===== config.mk =====
export PLATFORM = sky130hd
export DESIGN_NAME = cmd_queue_cntrl
export DESIGN_NICKNAME = d
export VERILOG_FILES = /design/src/rtl/cmd_queue_cntrl.sv
export SDC_FILE = /design/constraint.sdc
export NUM_CORES = 1
export LEC_CHECK = 0
export ABC_CLOCK_PERIOD_IN_PS = 3450
export CORE_MARGIN = 5
export CORE_UTILIZATION = 50
export DETAILED_ROUTE_END_ITERATION = 6
export PLACE_DENSITY = 0.8
export SYNTH_ARGS = -nofsm -noshare
export SYNTH_HDL_FRONTEND = slang
export SYNTH_SLANG_ARGS = --single-unit

===== constraint.sdc =====
create_clock -name clk -period 3.45 [get_ports clk]
set_input_delay 0.345 -clock clk [delete_from_list [all_inputs] [get_ports clk]]
set_output_delay 0.345 -clock clk [all_outputs]
set_load 0.05 [all_outputs]

===== src/rtl/cmd_queue_cntrl.sv =====
// -----------------------------------------------------------------------------
// cmd_queue_cntrl
//
// Multi-stop command controller for the line follower. UART commands queue up
// to DEPTH destination station IDs. The block drives the motion `go` while
// travelling, and retires the head destination when the barcode reader reports
// a matching station ID.
//
// Build option: define CMD_DWELL_EN to add a DWELL state. An arrival that
// leaves stops in the queue then pauses for DWELL_CYC cycles before travel
// resumes. Without the macro the DWELL state and its timer are not built, and
// an arrival with stops remaining stays in TRANSIT.
//
// Ports
//   clk, rst_n        system clock, synchronous active-low reset
//   cmd, cmd_rdy      UART command {opcode[1:0], dest[ID_W-1:0]} and its valid
//   ID, ID_vld        station ID from the barcode reader and its valid
//   OK2Move           path clear
//   clr_cmd_rdy       one-cycle pulse, consumes the command
//   clr_ID_vld        one-cycle pulse, consumes the ID
//   in_transit        high while travelling
//   go                in_transit & OK2Move
//   buzz, buzz_n      piezo drive pair, active while blocked in transit
//   dest_ID           head of queue, 0 when the queue is empty
//   q_cnt             queue occupancy
//   arrived           one-cycle pulse when the head is retired by a match
//   cmd_err           one-cycle pulse on a dropped GO or an illegal opcode
// -----------------------------------------------------------------------------
// state    | meaning
// ---------+------------------------------------------------------------------
// IDLE     | queue empty, not moving
// TRANSIT  | travelling to dest_ID; go follows OK2Move
// DWELL    | paused at an intermediate stop (CMD_DWELL_EN only)
// -----------------------------------------------------------------------------
module cmd_queue_cntrl #(
    parameter int ID_W      = 6,
    parameter int DEPTH     = 4,
    parameter int BUZZ_DIV  = 6250,
    parameter int DWELL_CYC = 1000
) (
    input  logic                       clk,
    input  logic                       rst_n,
    input  logic [ID_W+1:0]            cmd,
    input  logic                       cmd_rdy,
    input  logic [ID_W-1:0]            ID,
    input  logic                       ID_vld,
    input  logic                       OK2Move,
    output logic                       clr_cmd_rdy,
    output logic                       clr_ID_vld,
    output logic                       in_transit,
    output logic                       go,
    output logic                       buzz,
    output logic                       buzz_n,
    output logic [ID_W-1:0]            dest_ID,
    output logic [$clog2(DEPTH):0]     q_cnt,
    output logic                       arrived,
    output logic                       cmd_err
);

    localparam int PW = $clog2(DEPTH);
    localparam int CW = PW + 1;
    localparam int BW = $clog2(BUZZ_DIV + 1);

    localparam logic [1:0] ST_IDLE    = 2'd0;
    localparam logic [1:0] ST_TRANSIT = 2'd1;
`ifdef CMD_DWELL_EN
    localparam logic [1:0] ST_DWELL   = 2'd2;
    localparam int         DW         = $clog2(DWELL_CYC + 1);
`endif

    localparam logic [1:0] OP_STOP = 2'b00;
    localparam logic [1:0] OP_GO   = 2'b01;
    localparam logic [1:0] OP_ILL  = 2'b10;
    localparam logic [1:0] OP_SKIP = 2'b11;

    logic [1:0]      state_q, state_d;
    logic [ID_W-1:0] mem_q [DEPTH];
    logic [ID_W-1:0] mem_d [DEPTH];
    logic [PW-1:0]   rd_ptr_q, rd_ptr_d;
    logic [PW-1:0]   wr_ptr_q, wr_ptr_d;
    logic [CW-1:0]   cnt_q, cnt_d;
    logic [ID_W-1:0] dest_ID_q, dest_ID_d;
    logic            in_transit_q, in_transit_d;
    logic            clr_cmd_rdy_q, clr_cmd_rdy_d;
    logic            clr_ID_vld_q, clr_ID_vld_d;
    logic            arrived_q, arrived_d;
    logic            cmd_err_q, cmd_err_d;
    logic            buzz_q, buzz_d;
    logic [BW-1:0]   buzz_cnt_q, buzz_cnt_d;
`ifdef CMD_DWELL_EN
    logic [DW-1:0]   dwell_cnt_q, dwell_cnt_d;
`endif

    logic            cmd_acc;
    logic            id_acc;
    logic [1:0]      opcode;
    logic [ID_W-1:0] head;
    logic            is_stop;
    logic            is_go;
    logic            is_skip;
    logic            is_ill;
    logic            id_match;
    logic            pop;
    logic            push;
    logic            full;
    logic            buzz_on;

    always_comb begin
        cmd_acc  = cmd_rdy & ~clr_cmd_rdy_q;
        id_acc   = ID_vld & ~clr_ID_vld_q;
        opcode   = cmd[ID_W+1:ID_W];
        head     = mem_q[rd_ptr_q];
        is_stop  = cmd_acc & (opcode == OP_STOP);
        is_go    = cmd_acc & (opcode == OP_GO);
        is_skip  = cmd_acc & (opcode == OP_SKIP);
        is_ill   = cmd_acc & (opcode == OP_ILL);
        full     = (cnt_q == CW'(DEPTH));

        // IDs only retire the head while travelling; in IDLE/DWELL they are
        // consumed and dropped.
        id_match = id_acc & (state_q == ST_TRANSIT) & (cnt_q != '0) & (ID == head);

        // A SKIP coinciding with a match collapses into the single match pop.
        pop      = id_match | (is_skip & (cnt_q != '0));

        // A full queue still takes a GO when the head leaves in the same cycle.
        push     = is_go & (~full | pop);

        mem_d    = mem_q;
        rd_ptr_d = rd_ptr_q;
        wr_ptr_d = wr_ptr_q;
        cnt_d    = cnt_q;

        if (is_stop) begin
            rd_ptr_d = wr_ptr_q;
            cnt_d    = '0;
        end else begin
            if (pop) begin
                rd_ptr_d = rd_ptr_q + PW'(1);
            end
            if (push) begin
                mem_d[wr_ptr_q] = cmd[ID_W-1:0];
                wr_ptr_d        = wr_ptr_q + PW'(1);
            end
            case ({push, pop})
                2'b10:   cnt_d = cnt_q + CW'(1);
                2'b01:   cnt_d = cnt_q - CW'(1);
                default: cnt_d = cnt_q;
            endcase
        end

        clr_cmd_rdy_d = cmd_acc;
        clr_ID_vld_d  = id_acc;
        arrived_d     = id_match & ~is_stop;
        cmd_err_d     = (is_go & ~push) | is_ill;
        dest_ID_d     = (cnt_d == '0) ? '0 : mem_d[rd_ptr_d];
    end

    // Next state
    always_comb begin
        state_d = state_q;
`ifdef CMD_DWELL_EN
        dwell_cnt_d = dwell_cnt_q;
`endif
        if (is_stop) begin
            state_d = ST_IDLE;
        end else begin
            case (state_q)
                ST_IDLE: begin
                    if (push) begin
                        state_d = ST_TRANSIT;
                    end
                end
                ST_TRANSIT: begin
                    if (cnt_d == '0) begin
                        state_d = ST_IDLE;
`ifdef CMD_DWELL_EN
                    end else if (id_match) begin
                        state_d     = ST_DWELL;
                        dwell_cnt_d = DW'(DWELL_CYC - 1);
`endif
                    end
                end
`ifdef CMD_DWELL_EN
                ST_DWELL: begin
                    if (cnt_d == '0) begin
                        state_d = ST_IDLE;
                    end else if (dwell_cnt_q == '0) begin
                        state_d = ST_TRANSIT;
                    end else begin
                        dwell_cnt_d = dwell_cnt_q - DW'(1);
                    end
                end
`endif
                default: state_d = ST_IDLE;
            endcase
        end
        in_transit_d = (state_d == ST_TRANSIT);
    end

    // Buzzer: counter runs only while blocked in transit, so the first toggle
    // lands BUZZ_DIV cycles after the blocking starts.
    always_comb begin
        buzz_on    = in_transit_q & ~OK2Move;
        buzz_cnt_d = '0;
        buzz_d     = 1'b0;
        if (buzz_on) begin
            if (buzz_cnt_q == BW'(BUZZ_DIV - 1)) begin
                buzz_cnt_d = '0;
                buzz_d     = ~buzz_q;
            end else begin
                buzz_cnt_d = buzz_cnt_q + BW'(1);
                buzz_d     = buzz_q;
            end
        end
    end

    always_ff @(posedge clk) begin
        if (!rst_n) begin
            state_q       <= ST_IDLE;
            rd_ptr_q      <= '0;
            wr_ptr_q      <= '0;
            cnt_q         <= '0;
            dest_ID_q     <= '0;
            in_transit_q  <= 1'b0;
            clr_cmd_rdy_q <= 1'b0;
            clr_ID_vld_q  <= 1'b0;
            arrived_q     <= 1'b0;
            cmd_err_q     <= 1'b0;
            buzz_q        <= 1'b0;
            buzz_cnt_q    <= '0;
            for (int i = 0; i < DEPTH; i++) begin
                mem_q[i] <= '0;
            end
`ifdef CMD_DWELL_EN
            dwell_cnt_q   <= '0;
`endif
        end else begin
            state_q       <= state_d;
            rd_ptr_q      <= rd_ptr_d;
            wr_ptr_q      <= wr_ptr_d;
            cnt_q         <= cnt_d;
            dest_ID_q     <= dest_ID_d;
            in_transit_q  <= in_transit_d;
            clr_cmd_rdy_q <= clr_cmd_rdy_d;
            clr_ID_vld_q  <= clr_ID_vld_d;
            arrived_q     <= arrived_d;
            cmd_err_q     <= cmd_err_d;
            buzz_q        <= buzz_d;
            buzz_cnt_q    <= buzz_cnt_d;
            for (int i = 0; i < DEPTH; i++) begin
                mem_q[i] <= mem_d[i];
            end
`ifdef CMD_DWELL_EN
            dwell_cnt_q   <= dwell_cnt_d;
`endif
        end
    end

    assign clr_cmd_rdy = clr_cmd_rdy_q;
    assign clr_ID_vld  = clr_ID_vld_q;
    assign in_transit  = in_transit_q;
    assign go          = in_transit_q & OK2Move;
    assign buzz        = buzz_q;
    assign buzz_n      = ~buzz_q;
    assign dest_ID     = dest_ID_q;
    assign q_cnt       = cnt_q;
    assign arrived     = arrived_q;
    assign cmd_err     = cmd_err_q;

endmodule


==> metrics.yaml <==
hold_viol_final: 0
grt_pass1_wl_um: 13100
port_buffers: 35
drive_gt1_share_pct: 18.9
grt_antenna_before_repair: 0
clkSinkCount: 58
grt_use_total_pct: 21.5
power.leakage_nw: 1.42
power_density_nw_per_um2: 362
yosysWarnings: 0
cp_cell_sequence: "buf_4, mux4_2, xnor2_2, o21ai_2, o21ai_4, nand2_2, inv_2, fa_2, or4b_4, mux2i_4, nor3_4, or2b_4, o32ai_1"
hp-start: "state_q[1]"
dieArea_um2: 7950
synth_common_cells: "68 x nor2_1, 58 x dfxtp_1, 35 x mux2i_1"
vias: 2829
fin_ws_ns: 0.0893
cts_buffer_depth: 2
startpoint: "rd_ptr_q[0]"
io_pins: 36
ys_top_cells_by_area: "dfxtp_1 37%, mux2i_1 11%, nor2_1 8.1%, xnor2_1 5.0%, nand2_1 3.6%"
routedWlPerCell_um: 16.1
dp.final_hpwl_um: 5520
syn_area_per_cell_um2: 9.01
synth_most_common_cell: "nor2_1"
die_y_um: 89.2
chipWidth_um: 89.2
pre_cts_ws_ns: -0.151
final_min_period_over_clock_period_pct: 97.4
gp_congestion: 0.868
setup_viol: 0
cp.required_ns: 3.67
htreeDepth: 3
yosysTopAreaCellShare_pct: 37.0
ant_nets: 0
max-vdd-ir-drop_v: 0.000323
multi_input_area_um2: 1980
fin_crit_ns: 3.36
timing.fmax_mhz: 298
maxCapViolCount: 0
synth-async-reset-ratio_pct: 0
clk_pin_slew_ns: 0.07
final_util_pct: 67.2
synthFlopType: "dfxtp_1"
max_stage_delay_ns: 0.52
tightest_slew_ns: 0.562
reg2reg_from: "rd_ptr_q[0]"
syn-num-nets: 374
grt_overflow: 0
fp.coreArea_um2: 5990
hold_path.class: "flip-flop to flip-flop"
critPathKind: "flip-flop to flip-flop"
drt_first_pass_iters: 5
fin_nets: 438
endpoint_kind: "flip-flop"
worstPathArrival_ns: 3.58
cts_buffers: 9
path_max_fanout: 5
synthCells: 348
ys_seq_area_share_pct: 37.0
synth-edff-count: 0
drt_iter0_drc: 258
wirelength_um: 7940
diodes: 0
syn_to_final_growth_pct: 28.5
rsz0062_at_grt: "false"
root_buffer: "clkbuf_8"
tns_ns: 0
start_util_pct: 52.3
grt_max_degree: 30
viasPerCell: 5.75
clock_skew_ns: 0.00456
startpoint_type: "flip-flop"
cts_tree: "yes"
clock_latency_ns: 0.34
drc: 0
hold_ws_ns: 0.462
synth-seq-cells: 58
rows: 28
seqCellArea_um2: 1170
ys_types: 57
grt_pass1_vias: 2767
reg2reg_slack_ns: 0.09
max_slew_margin_pct: 62.3
fin_total_pwr_mw: 1.46
synth_top_area_cell: "dfxtp_1"
slew_viol_final: 0
cpMaxStageDelayCell: "or4b_4"
fill_cells: 458
status: "completed"
synthesis.area_um2: 3130
[flip-flops by register name (all words and copies together) (netlist names)]
| signal | count |
|---|---|
| mem_q | 24 |
| clr_cmd_rdy | 1 |
| buzz | 1 |
| q_cnt | 3 |
| in_transit | 1 |
| clr_ID_vld | 1 |
| cmd_err | 1 |
| dest_ID | 6 |
| wr_ptr_q | 2 |
| rd_ptr_q | 2 |
| buzz_cnt_q | 13 |
| arrived | 1 |
| state_q | 2 |
[per-stage QoR]
stage	cell area, um^2	std cells
global placement	3720	472
detailed placement	3720	472
CTS	3920	488
finish	4030	492
floorplan	3150	348
global route	4030	492
[cell type report]
class | instances | share of cell area [%]
clock buffer | 10 | 3.17
clock inverter | 6 | 1.43
inverter | 8 | 0.746
multi-input combinational | 272 | 49.2
sequential | 58 | 29.0
tap | 75 | 2.33
timing repair buffer | 63 | 14.2
[layer usage]
metal	track usage, %	vias to the layer above	part of all wire, %
met1	26.7	1325	43
li1	-	1364	-
met4	6.50	0	2.0
met5	0	-	0
met2	36.2	119	48
met3	5.99	21	7.3
[final timing paths]
path	cells after the start	endpoint
setup / recovery	13	dest_ID[2]
hold / removal	1	in_transit
setup reg to reg	13	dest_ID[2]
hold reg to reg	1	in_transit
[cells in the final DEF (no fill, tap or decap), types with 4 or more instances in the layout]
master            n
a21oi_1          12
and2_1            4
and3_1            5
buf_4            26
clkbuf_8          9
clkdlybuf4s50_1  35
clkinv_2          4
dfxtp_1          56
ha_1              6
inv_1             7
mux2i_1          29
mux2i_2           4
nand2_1          28
nand3_1          13
nor2_1           68
nor3_1            5
o21ai_0           5
o32ai_1          10
xnor2_1          16
xor2_1            7
[critical path, delay by kind of cell (launching register included)]
family          cells  cell delay (ns)
compound gates      3             0.34
simple gates        4             0.91
mux                 2             0.70
buf+inv             2             0.19
fa+ha+maj           1             0.44
flops               1             0.41
xor+xnor            1             0.23
[what timing repair did]
| item | in CTS | in global routing |
|---|---|---|
| endpoints found under the setup margin | 5 | 7 |
| gates resized for setup | 4 | 18 |
| cloned | 0 | 0 |
| hold buffers | 0 | 0 |
| pin swaps | 0 | 7 |
| buffers inserted | 0 | 4 |
[kinds of logic after synthesis]
family,Yosys count,synth area share (%)
muxes,39,13.5
DFF,58,37.0
xor gates and xnor gates,26,7.51
and+or+nand+nor,150,22.7
AOI/OAI and AO/OA,49,13.2
adders and majority gates,7,3.03
buffers and inverters,18,2.91
other,1,0.120
[where the power goes]
part	leakage (nW)	internal, mW	switching, mW
Combinational	0.850	0.0761	0.0895
Clock	0.0958	0.328	0.276
Sequential	0.470	0.678	0.00938
Note: power is estimated with default switching activity, not from simulation.
